### src/rtl/divider_sixteen_bit_seq_if.sv
// Request/result bundle for the sequential unsigned divider.
// DIV_ZERO_FLAG_EN adds the div_zero result flag.
interface divider_sixteen_bit_seq_if #(
  parameter int unsigned WIDTH = 16
);
  logic             start;
  logic [WIDTH-1:0] dividend;
  logic [WIDTH-1:0] divisor;
  logic             busy;
  logic             done;
  logic [WIDTH-1:0] quotient;
  logic [WIDTH-1:0] remainder;
`ifdef DIV_ZERO_FLAG_EN
  logic             div_zero;

  modport master (
    output start, dividend, divisor,
    input  busy, done, quotient, remainder, div_zero
  );
  modport slave (
    input  start, dividend, divisor,
    output busy, done, quotient, remainder, div_zero
  );
`else
  modport master (
    output start, dividend, divisor,
    input  busy, done, quotient, remainder
  );
  modport slave (
    input  start, dividend, divisor,
    output busy, done, quotient, remainder
  );
`endif
endinterface

### src/rtl/divider_sixteen_bit_seq.sv
// Multi-cycle unsigned restoring divider, one quotient bit per clock (IDLE -> RUN -> DONE).
// Optional feature macro: DIV_ZERO_FLAG_EN (adds the registered div_zero flag).
module divider_sixteen_bit_seq #(
  parameter int unsigned WIDTH = 16
) (
  input logic                      clk,
  input logic                      reset,
  divider_sixteen_bit_seq_if.slave bus
);

  localparam int unsigned CntW = $clog2(WIDTH + 1);

  typedef enum logic [1:0] {StIdle, StRun, StDone} state_e;

  state_e state_q, state_d;

  logic [WIDTH-1:0] rem_q, rem_d;
  logic [WIDTH-1:0] quo_q, quo_d;
  logic [WIDTH-1:0] div_q, div_d;
  logic [CntW-1:0]  cnt_q, cnt_d;
  logic [WIDTH-1:0] quotient_q, quotient_d;
  logic [WIDTH-1:0] remainder_q, remainder_d;

  logic [WIDTH:0]   rem_shift;
  logic [WIDTH:0]   trial;
  logic             accept;
  logic             last_iter;

  assign accept    = (state_q == StIdle) && bus.start;
  assign last_iter = (state_q == StRun) && (cnt_q == CntW'(1));

  always_ff @(posedge clk) begin
    if (reset) begin
      state_q <= StIdle;
    end else begin
      state_q <= state_d;
    end
  end

  always_comb begin
    state_d = state_q;
    unique case (state_q)
      StIdle:  if (bus.start) state_d = StRun;
      StRun:   if (cnt_q == CntW'(1)) state_d = StDone;
      StDone:  state_d = StIdle;
      default: state_d = StIdle;
    endcase
  end

  always_comb begin
    bus.busy = (state_q == StRun);
    bus.done = (state_q == StDone);
  end

  // R stays below D after every step, so WIDTH bits hold it; only the shifted value needs WIDTH+1.
  always_comb begin
    rem_shift   = {rem_q, quo_q[WIDTH-1]};
    trial       = rem_shift - {1'b0, div_q};
    rem_d       = rem_q;
    quo_d       = quo_q;
    div_d       = div_q;
    cnt_d       = cnt_q;
    quotient_d  = quotient_q;
    remainder_d = remainder_q;
    if (accept) begin
      rem_d = '0;
      quo_d = bus.dividend;
      div_d = bus.divisor;
      cnt_d = CntW'(WIDTH);
    end else if (state_q == StRun) begin
      if (!trial[WIDTH]) begin
        rem_d = trial[WIDTH-1:0];
        quo_d = {quo_q[WIDTH-2:0], 1'b1};
      end else begin
        rem_d = rem_shift[WIDTH-1:0];
        quo_d = {quo_q[WIDTH-2:0], 1'b0};
      end
      cnt_d = cnt_q - CntW'(1);
      // Publish on the final step so results are already valid while done is high.
      if (last_iter) begin
        quotient_d  = quo_d;
        remainder_d = rem_d;
      end
    end
  end

  always_ff @(posedge clk) begin
    if (reset) begin
      rem_q       <= '0;
      quo_q       <= '0;
      div_q       <= '0;
      cnt_q       <= '0;
      quotient_q  <= '0;
      remainder_q <= '0;
    end else begin
      rem_q       <= rem_d;
      quo_q       <= quo_d;
      div_q       <= div_d;
      cnt_q       <= cnt_d;
      quotient_q  <= quotient_d;
      remainder_q <= remainder_d;
    end
  end

  assign bus.quotient  = quotient_q;
  assign bus.remainder = remainder_q;

`ifdef DIV_ZERO_FLAG_EN
  logic div_zero_q;

  always_ff @(posedge clk) begin
    if (reset) begin
      div_zero_q <= 1'b0;
    end else if (accept) begin
      div_zero_q <= (bus.divisor == '0);
    end
  end

  assign bus.div_zero = div_zero_q;
`endif

endmodule

### src/flat_wrapper.sv
// flat-port wrapper written by rule: the top's interface ports become plain ports
module divider_sixteen_bit_seq_flat 
#(
  parameter int unsigned WIDTH = 16
)
  (clk, reset, bus_start, bus_dividend, bus_divisor, bus_busy, bus_done, bus_quotient, bus_remainder);
  divider_sixteen_bit_seq_if #(.WIDTH(WIDTH)) bus_i ();
  input logic clk;
  input logic reset;
  input wire logic [$bits(bus_i.start)-1:0] bus_start;
  input wire logic [$bits(bus_i.dividend)-1:0] bus_dividend;
  input wire logic [$bits(bus_i.divisor)-1:0] bus_divisor;
  output wire logic [$bits(bus_i.busy)-1:0] bus_busy;
  output wire logic [$bits(bus_i.done)-1:0] bus_done;
  output wire logic [$bits(bus_i.quotient)-1:0] bus_quotient;
  output wire logic [$bits(bus_i.remainder)-1:0] bus_remainder;
  assign bus_i.start = bus_start;
  assign bus_i.dividend = bus_dividend;
  assign bus_i.divisor = bus_divisor;
  assign bus_busy = bus_i.busy;
  assign bus_done = bus_i.done;
  assign bus_quotient = bus_i.quotient;
  assign bus_remainder = bus_i.remainder;
  divider_sixteen_bit_seq #(.WIDTH(WIDTH)) u_core (.clk(clk), .reset(reset), .bus(bus_i));
endmodule
### config.mk
export PLATFORM = sky130hd
export DESIGN_NAME = divider_sixteen_bit_seq_flat
export DESIGN_NICKNAME = d
export VERILOG_FILES = /design/src/rtl/divider_sixteen_bit_seq_if.sv /design/src/rtl/divider_sixteen_bit_seq.sv /design/src/flat_wrapper.sv
export SDC_FILE = /design/constraint.sdc
export NUM_CORES = 1
export LEC_CHECK = 0
export ABC_CLOCK_PERIOD_IN_PS = 3900
export CAP_MARGIN = 20
export CORE_UTILIZATION = 40
export CTS_CLUSTER_DIAMETER = 200
export DETAILED_ROUTE_END_ITERATION = 10
export DONT_BUFFER_PORTS = 1
export HOLD_SLACK_MARGIN = 0.12
export PLACE_DENSITY = 0.5
export SLEW_MARGIN = 30
export SYNTH_ARGS = -nofsm -noshare
export SYNTH_HDL_FRONTEND = slang
export SYNTH_SLANG_ARGS = --single-unit
### constraint.sdc
create_clock -name clk -period 3.9 [get_ports clk]
set_input_delay 0.975 -clock clk [delete_from_list [all_inputs] [get_ports clk]]
set_output_delay 0.975 -clock clk [all_outputs]
set_load 0.05 [all_outputs]
# ---- Word-level counts from Yosys, hierarchy flattened
# Cells that the tools add are included.
dict set report word_totals {
  reg_bits 87
  output_inout_bits 34
}
dict set report op_classes {
  add_sub_neg 2
  eq_ne 5
  mux 9
  bitwise 1
  n_reduce_logical 7
}
# operator n
set ops {}
lappend ops {{$mux W16} 3}
lappend ops {{$sub A17 B16 Y17} 1}
lappend ops {{$mux W5} 2}
lappend ops {{$eq A5 B1 Y1 const B} 1}
lappend ops {{$sub A5 B1 Y5 const B} 1}
lappend ops {{$mux W2} 2}
lappend ops {{$pmux W2 S2} 1}
lappend ops {{$reduce_and A3 Y1} 1}
lappend ops {{$eq A2 B1 Y1 const B} 1}
lappend ops {{$eq A2 B2 Y1 const B} 1}
lappend ops {{$logic_and A1 B1 Y1} 2}
lappend ops {{$logic_not A2 Y1} 1}
lappend ops {{$ne A2 B1 Y1 const B} 1}
lappend ops {{$ne A2 B2 Y1 const B} 1}
lappend ops {{$reduce_and A2 Y1} 1}
lappend ops {{$reduce_bool A2 Y1} 1}
lappend ops {{$reduce_or A2 Y1} 1}
lappend ops {{$mux W1} 1}
lappend ops {{$not A1 Y1} 1}

# ---- Depth between registers and ports, before layout
# Gate-level depths: netlist of run 1.
dict set report depth {
  word_depth 4
  depth_mapped 11
}

# ---- Worst setup path after synthesis of run 1
# No wires, ideal clock.
dict set report synth_timing {
  path_type {reg2reg}
  startpoint {reg u_core.quo_q[15]}
  endpoint {reg u_core.rem_q[11]}
  setup_ps 159
  arrival_time_ps 2439
  path_slack_ps 1303
  stages_incl_launch_ff 12
  synth_period_minus_slack_ps 2597
  cell_sequence {dfxtp_1 > inv_1 > ha_1 > fa_1 > nand2b_1 > a21o_1 > a31oi_4 > a21o_4 > xor2_4 > buf_12 > mux2i_1 > a21oi_1}
}
dict set report synth_between {
  elab_chain_cells 2
}
# element line
set synth_rtl {}
lappend synth_rtl {{start: declaration} divider_sixteen_bit_seq.sv:18} ;# logic [WIDTH-1:0] quo_q, quo_d;
lappend synth_rtl {{start signal: assignment} divider_sixteen_bit_seq.sv:97} ;# quo_q <= quo_d;
lappend synth_rtl {{$sub A17 B16 Y17} divider_sixteen_bit_seq.sv:58} ;# trial = rem_shift - {1'b0, div_q};
lappend synth_rtl {{$mux W16} divider_sixteen_bit_seq.sv:71} ;# if (!trial[WIDTH]) begin
lappend synth_rtl {{end signal: assignment} divider_sixteen_bit_seq.sv:96} ;# rem_q <= rem_d;
lappend synth_rtl {{end: declaration} divider_sixteen_bit_seq.sv:17} ;# logic [WIDTH-1:0] rem_q, rem_d;
# Every way passes these cells.
# A chain may end at the register's enable or synchronous reset.

# ---- Worst setup path in the final report of run 1
dict set report layout_timing {
  startpoint {reg u_core.quo_q[15]}
  endpoint {reg u_core.remainder_q[1], in the netlist u_core.bus.remainder[1]}
}
dict set report layout_between {
  elab_chain_cells 2
}
# element line
set layout_rtl {}
lappend layout_rtl {{$sub A17 B16 Y17} divider_sixteen_bit_seq.sv:58}
lappend layout_rtl {{$mux W16} divider_sixteen_bit_seq.sv:71}
lappend layout_rtl {{end signal: assignment} divider_sixteen_bit_seq.sv:101} ;# remainder_q <= remainder_d;
lappend layout_rtl {{end: declaration} divider_sixteen_bit_seq.sv:22} ;# logic [WIDTH-1:0] remainder_q, remainder_d;
# Every way passes these cells.

==> results of run 1 <==
-- Yosys cell counts (4+ instances only) --
cell type  count  area, um^2
nand2b_1       7        43.8
a211oi_1      15         113
mux2i_1       11         110
nor2_1        78         293
nor3_1        17        85.1
ha_1          18         225
clkbuf_1      25        93.8
xor2_1         4        35.0
a21o_1         4        30.0
o21ai_0       19        95.1
xnor2_1       11        96.3
a21oi_1       78         390
nand3_1        7        35.0
o21ai_1        4        20.0
dfxtp_1       87        1740
nand2_1       80         300
nand4_1        5        31.3
o211ai_1       4        30.0
inv_1         41         154
-- through the flow --
step	std cells	setup WS [ns]	power, uW	utilization, %
after global placement	682	0.896	1690	42.8
after CTS	695	0.798	2390	44.7
after floorplan	571	1.30	1590	-
after global routing	695	0.612	2520	44.7
final	695	0.815	2370	44.7
after detailed placement	682	0.828	1700	42.8
-- cell type report --
class	count	area, um^2
Clock buffer	10	138
Clock inverter	3	68.8
Fill cell	1061	5810
Inverter	41	154
Multi-Input combinational cell	410	2370
Sequential cell	87	1740
Tap cell	136	170
Timing Repair Buffer	8	60.1
-- worst max path at each step --
stage	to	slack, ns	depth (start not counted)
final	u_core.bus.remainder[1]	0.82	10
after global routing	u_core.bus.remainder[1]	0.61	10
after CTS	u_core.bus.remainder[1]	0.80	10
after detailed placement	u_core.bus.remainder[1]	0.83	10
after global placement	u_core.bus.remainder[0]	0.90	10
after floorplan	u_core.rem_q[11]	1.30	11
-- routing by layer --
layer | wire length [um] | vias to the layer above | track usage, %
met5 | 0 | - | 0
met4 | 179 | 0 | 8.61
met2 | 4610 | 64 | 29.4
li1 | - | 1898 | -
met3 | 547 | 12 | 4.56
met1 | 5280 | 1685 | 27.1
-- power breakdown --
| part | total, uW | switching [uW] | internal [uW] |
|---|---|---|---|
| registers | 1000 | 63.6 | 941 |
| logic | 676 | 393 | 284 |
| clock network | 685 | 315 | 370 |
-- registers in the layout, indices dropped and copies added (netlist names) --
register	count
u_core.cnt_q	5
u_core.bus.quotient	16
u_core.quo_q	16
u_core.rem_q	16
u_core.bus.remainder	16
u_core.div_q	16
u_core.state_q	2
-- worst reg2reg max path, stage by stage, from the launching register on --
cell	delay [ns]
dfxtp_1	0.34
inv_1	0.06
ha_1	0.19
fa_1	0.40
nand2b_1	0.18
a21o_1	0.21
a31oi_4	0.27
a21o_4	0.22
xor2_4	0.60
mux2_2	0.43
o21ai_1	0.12
-- layout by cell type, fill, tap and decap left out, drive strengths merged, types with 3 or more instances in the layout --
cell	count
ha	18
inv	42
a21o	6
nand3	7
nand4	5
nor2b	3
or2	3
nor3	17
a21oi	78
nand3b	3
xnor2	11
xor2	5
o21ai	23
a31oi	5
a211oi	15
buf	8
mux2i	11
nand2b	7
or3	3
o211ai	4
nand2	80
mux2	3
nor4	3
clkbuf	10
nor2	78
dfxtp	87
-- cell families (layout without fill, tap and decap cells) --
kind of cell / count (synthesis) / count (layout) / synth area share [%]
buffers and inverters: 74 / 62 / 6.87
adders and majority gates: 19 / 19 / 5.56
and+or+nand+nor: 216 / 216 / 21.3
muxes: 14 / 14 / 3.26
AOI/OAI and AO/OA: 145 / 145 / 19.9
DFF: 87 / 87 / 39.5
xor gates and xnor gates: 16 / 16 / 3.60
==> results.cfg, run 1 <==
[critical_path]
slowest_stage_delay_cp_ns = 0.60
timing.critical_path.fanout_max = 18
worstPathBufferInverterCount = 1
r2r-end = u_core.bus.remainder[1]
arrival_ns = 3.39
cp-end-kind = flop
reg2reg_setup_slack_ns = 0.82
path_cells = inv_1, ha_1, fa_1, nand2b_1, a21o_1, a31oi_4, a21o_4, xor2_4, mux2_2, o21ai_1
cp_top_family = compound AO/OA/AOI/OAI gates
worstSetupPathType = flop to flop
r2r-start = u_core.quo_q[15]
worst_ep_required_time_ns = 4.21
startpoint = u_core.quo_q[15]
critical_path.slowest_cell = xor2_4
setup.worst_path.start_class = flop
ff2ff_path_depth = 10

[layout]
signed_area_change_from_the_synthesized_netlist_to_the_final_layout_pct = 6.58
diodes = 0
drive_gt1_share_pct = 6.08
num-nets-final = 611
design_area_um2 = 4700

[sta]
clock.fmax_ghz = 0.324
fin_hold_ws_ns = 0.449
final.setup_skew_ns = 0.0141
rsz0062_at_grt = false
timing.slew.headroom_pct = 37.4
period_needed_ns = 3.08
timing.setup.tns_ns = 0
timing_worst_slew_pin_value_ns = 0.937
post-route-period-util_pct = 79.1
timing.final.max_slew_violations = 0
final_hold_viol_count = 0
finalSetupViolCount = 0

[cts]
clockBufferDepth = 2
cts.htree.levels = 3
clock_latency_ns = 0.37
numCtsBuffers = 9
clkSinkCount = 87
post_cts_buffers = 0
clk_root_buffer_cell = clkbuf_8
clk_pin_slew_worst_paths_ns = 0.08
ctsHoldBuffers = 0
cts_resized = 0
cts_tree = done

[place]
port_buffers = 0
detailedPlacementHpwl_um = 7380
globalplace.congestion = 0.849
post_dp_cell_area_um2 = 4490

[die]
initial_core_util_pct = 42.0
rows = 37
io_pins = 69
dieArea_um2 = 11400
die_h_um = 107
die_width_um = 107
fp.coreArea_um2 = 10500

[routing]
detail-route-antenna-nets = 0
detail_route.wl_per_cell_um = 15.3
drc = 0
drt-initial-drc-count = 216
drt_pre_antenna_iters = 4
vias_per_cell = 5.26
drt_wl_total_um = 10600
detailroute.via_count = 3659

[min_path]
hold_path_end = u_core.div_q[10]
hold_path_startpoint = u_core.div_q[10]
hp-class = flop to flop
worstHoldPathCells = 2

[synth]
synthDistinctLibCells = 55
ys_ff_latch = 87
post_synth_inst_count = 571
synth-seq-area-share_pct = 39.5
syn-mean-instance-area_um2 = 7.72
ys.flop_type = dfxtp_1
ys_warn_count = 0
synthArstFlopShare_pct = 0
synth-edff-count = 0
synth_nets = 625
synth_area_um2 = 4410

[global_routing]
grt_start_max_net_pins = 68
via_count_of_the_first_global_routing_pass = 3394
grt_usage_pct = 19.7
gr-total-overflow = 0
initial_antenna_violation_count = 0
grt_first_pass_wirelength_um = 17300

[power_and_ir_drop]
power.density_nw_per_um2 = 503
peak_vdd_ir_v = 0.000252
total_leakage_power_uw = 0.00183

[flow_run]
max-cap-violations = 0

[outcome]
run_status = complete, no violations
(Power assumes the default switching activity.)
==> run 2: changes to the inputs <==
- ABC_CLOCK_PERIOD_IN_PS: 3900 -> 2700
- PLACE_DENSITY: 0.5 -> 0.52
- clock period: 3.9 -> 2.7 ns (I/O delays scaled with it)
==> run 2 against run 1 <==
Against the previous run: critical path depth unchanged; critical path type unchanged; largest cell class unchanged; clock-buffer cell count unchanged; register-to-register slack worse by 0.68 ns; critical endpoint unchanged; hold slack worse by 0.079 ns.
==> results.cfg, run 2 (synthesized netlist as in run 1, its figures left out) <==
[outcome]
run_status = complete, no violations

[global_routing]
gr-total-overflow = 0
grt_start_max_net_pins = 68
initial_antenna_violation_count = 0
grt_first_pass_wirelength_um = 17900
via_count_of_the_first_global_routing_pass = 3581
grt_usage_pct = 20.0

[routing]
drt_wl_total_um = 10800
detail_route.wl_per_cell_um = 15.2
detailroute.via_count = 3745
drc = 0
drt_pre_antenna_iters = 4
detail-route-antenna-nets = 0
vias_per_cell = 5.26
drt-initial-drc-count = 194

[sta]
clock.fmax_ghz = 0.391
final.setup_skew_ns = 0.00775
timing.setup.tns_ns = 0
timing.slew.headroom_pct = 51.3
post-route-period-util_pct = 94.8
period_needed_ns = 2.56
timing_worst_slew_pin_value_ns = 0.730
finalSetupViolCount = 0
final_hold_viol_count = 0
timing.final.max_slew_violations = 0
rsz0062_at_grt = false

[cts]
clk_root_buffer_cell = clkbuf_8
cts_tree = done
clkSinkCount = 87
clock_latency_ns = 0.37
ctsHoldBuffers = 0
cts.htree.levels = 3
numCtsBuffers = 9
clockBufferDepth = 2
clk_pin_slew_worst_paths_ns = 0.09

[layout]
num-nets-final = 625
mostFrequentLayoutCell = dfxtp_1
drive_gt1_share_pct = 10.8
layout_common_cells = dfxtp_1 (86), nand2_1 (80), nor2_1 (77), a21oi_1 (77), inv_1 (41)
signed_area_change_from_the_synthesized_netlist_to_the_final_layout_pct = 10.8
design_area_um2 = 4880
nFillCells = 1080
diodes = 0

[power_and_ir_drop]
peak_vdd_ir_v = 0.000406
total_leakage_power_uw = 0.00190
power.density_nw_per_um2 = 720

[critical_path]
cp-end-kind = flop
arrival_ns = 2.87
setup.worst_path.start_class = flop
cp_top_family = compound AO/OA/AOI/OAI gates
worstPathBufferInverterCount = 2
ff2ff_path_depth = 10
worstSetupPathType = flop to flop
timing.critical_path.fanout_max = 7
critical_path.slowest_cell = ha_1
worst_ep_required_time_ns = 3.01
path_cells = inv_1, ha_1, a21o_1, a31oi_2, o221ai_2, a21o_4, xor2_4, buf_6, mux2_2, o21ai_1
slowest_stage_delay_cp_ns = 0.39
worst-path-stages = 10

[die]
initial_core_util_pct = 42.0
io_pins = 69
rows = 37
die_width_um = 107
fp.coreArea_um2 = 10500
dieArea_um2 = 11400
die_h_um = 107

[min_path]
hp-class = primary input to flop
worstHoldPathCells = 1

[place]
post_dp_cell_area_um2 = 4570
detailedPlacementHpwl_um = 7650
globalplace.congestion = 0.884
port_buffers = 0

[flow_run]
max-cap-violations = 0
==> run 2: changes by cell type in the layout (fill, tap and decap cells not counted), sizes merged <==
cell,delta
buf,+14
bufinv,-2
clkinv,+3
clkinvlp,+1
inv,+1
==> run 2: worst register-to-register path: stages, from the launching register on <==
cell and delay (ns):
dfxtp_1 0.35, inv_1 0.05, ha_1 0.39, a21o_1 0.22, a31oi_2 0.23, o221ai_2 0.19
a21o_4 0.24, xor2_4 0.23, buf_6 0.14, mux2_2 0.34, o21ai_1 0.13
==> run 2: worst paths after layout <==
check / endpoint / from / slack [ns]
setup / recovery: u_core.bus.remainder[1] / u_core.div_q[11] / 0.14
hold / removal: u_core.div_q[1] / reset / 0.37
setup reg to reg: u_core.bus.remainder[1] / u_core.div_q[11] / 0.14
hold reg to reg: u_core.div_q[10] / u_core.div_q[10] / 0.45
==> run 2: layout make-up <==
class	instances	area (um^2)	area share, %
Tap cell	136	170	3.48
Inverter	41	154	3.15
Timing Repair Buffer	22	189	3.87
Clock inverter	6	43.8	0.897
Multi-Input combinational cell	410	2450	50.1
Sequential cell	87	1740	35.7
Clock buffer	10	138	2.82
==> run 2: where the power goes <==
part           switching, uW  leakage [uW]  total [uW]  internal [uW]
Combinational            642       0.00110        1210            567
Sequential              84.2      0.000710        1440           1360
Clock                    498     0.0000930         863            365
==> run 2: per-stage QoR <==
step | hold WS, ns | util (%) | instances | total power, uW | setup WS, ns
5_1_grt | 0.340 | 46.5 | 712 | 3740 | 0.00191
4_1_cts | 0.351 | 45.3 | 708 | 3370 | -0.00728
3_5_place_dp | 0.443 | 43.5 | 692 | 2500 | 0.0188
3_3_place_gp | 0.440 | 43.5 | 692 | 2480 | 0.0935
2_1_floorplan | 0.436 | - | 571 | 2300 | 0.103
6_report | 0.370 | 46.5 | 712 | 3510 | 0.140
==> run 2: per-layer routing <==
metal	global-route usage [%]	routed length, um	vias up
met4	5.58	122	0
li1	-	-	1929
met5	0	0	-
met1	27.6	5410	1745
met2	30.6	4760	60
met3	5.17	538	11
==> run 2: repair_timing <==
item	CTS	global route
setup endpoints to repair	2	27
pin swaps	0	3
resized for setup	1	20
buffers inserted	0	4
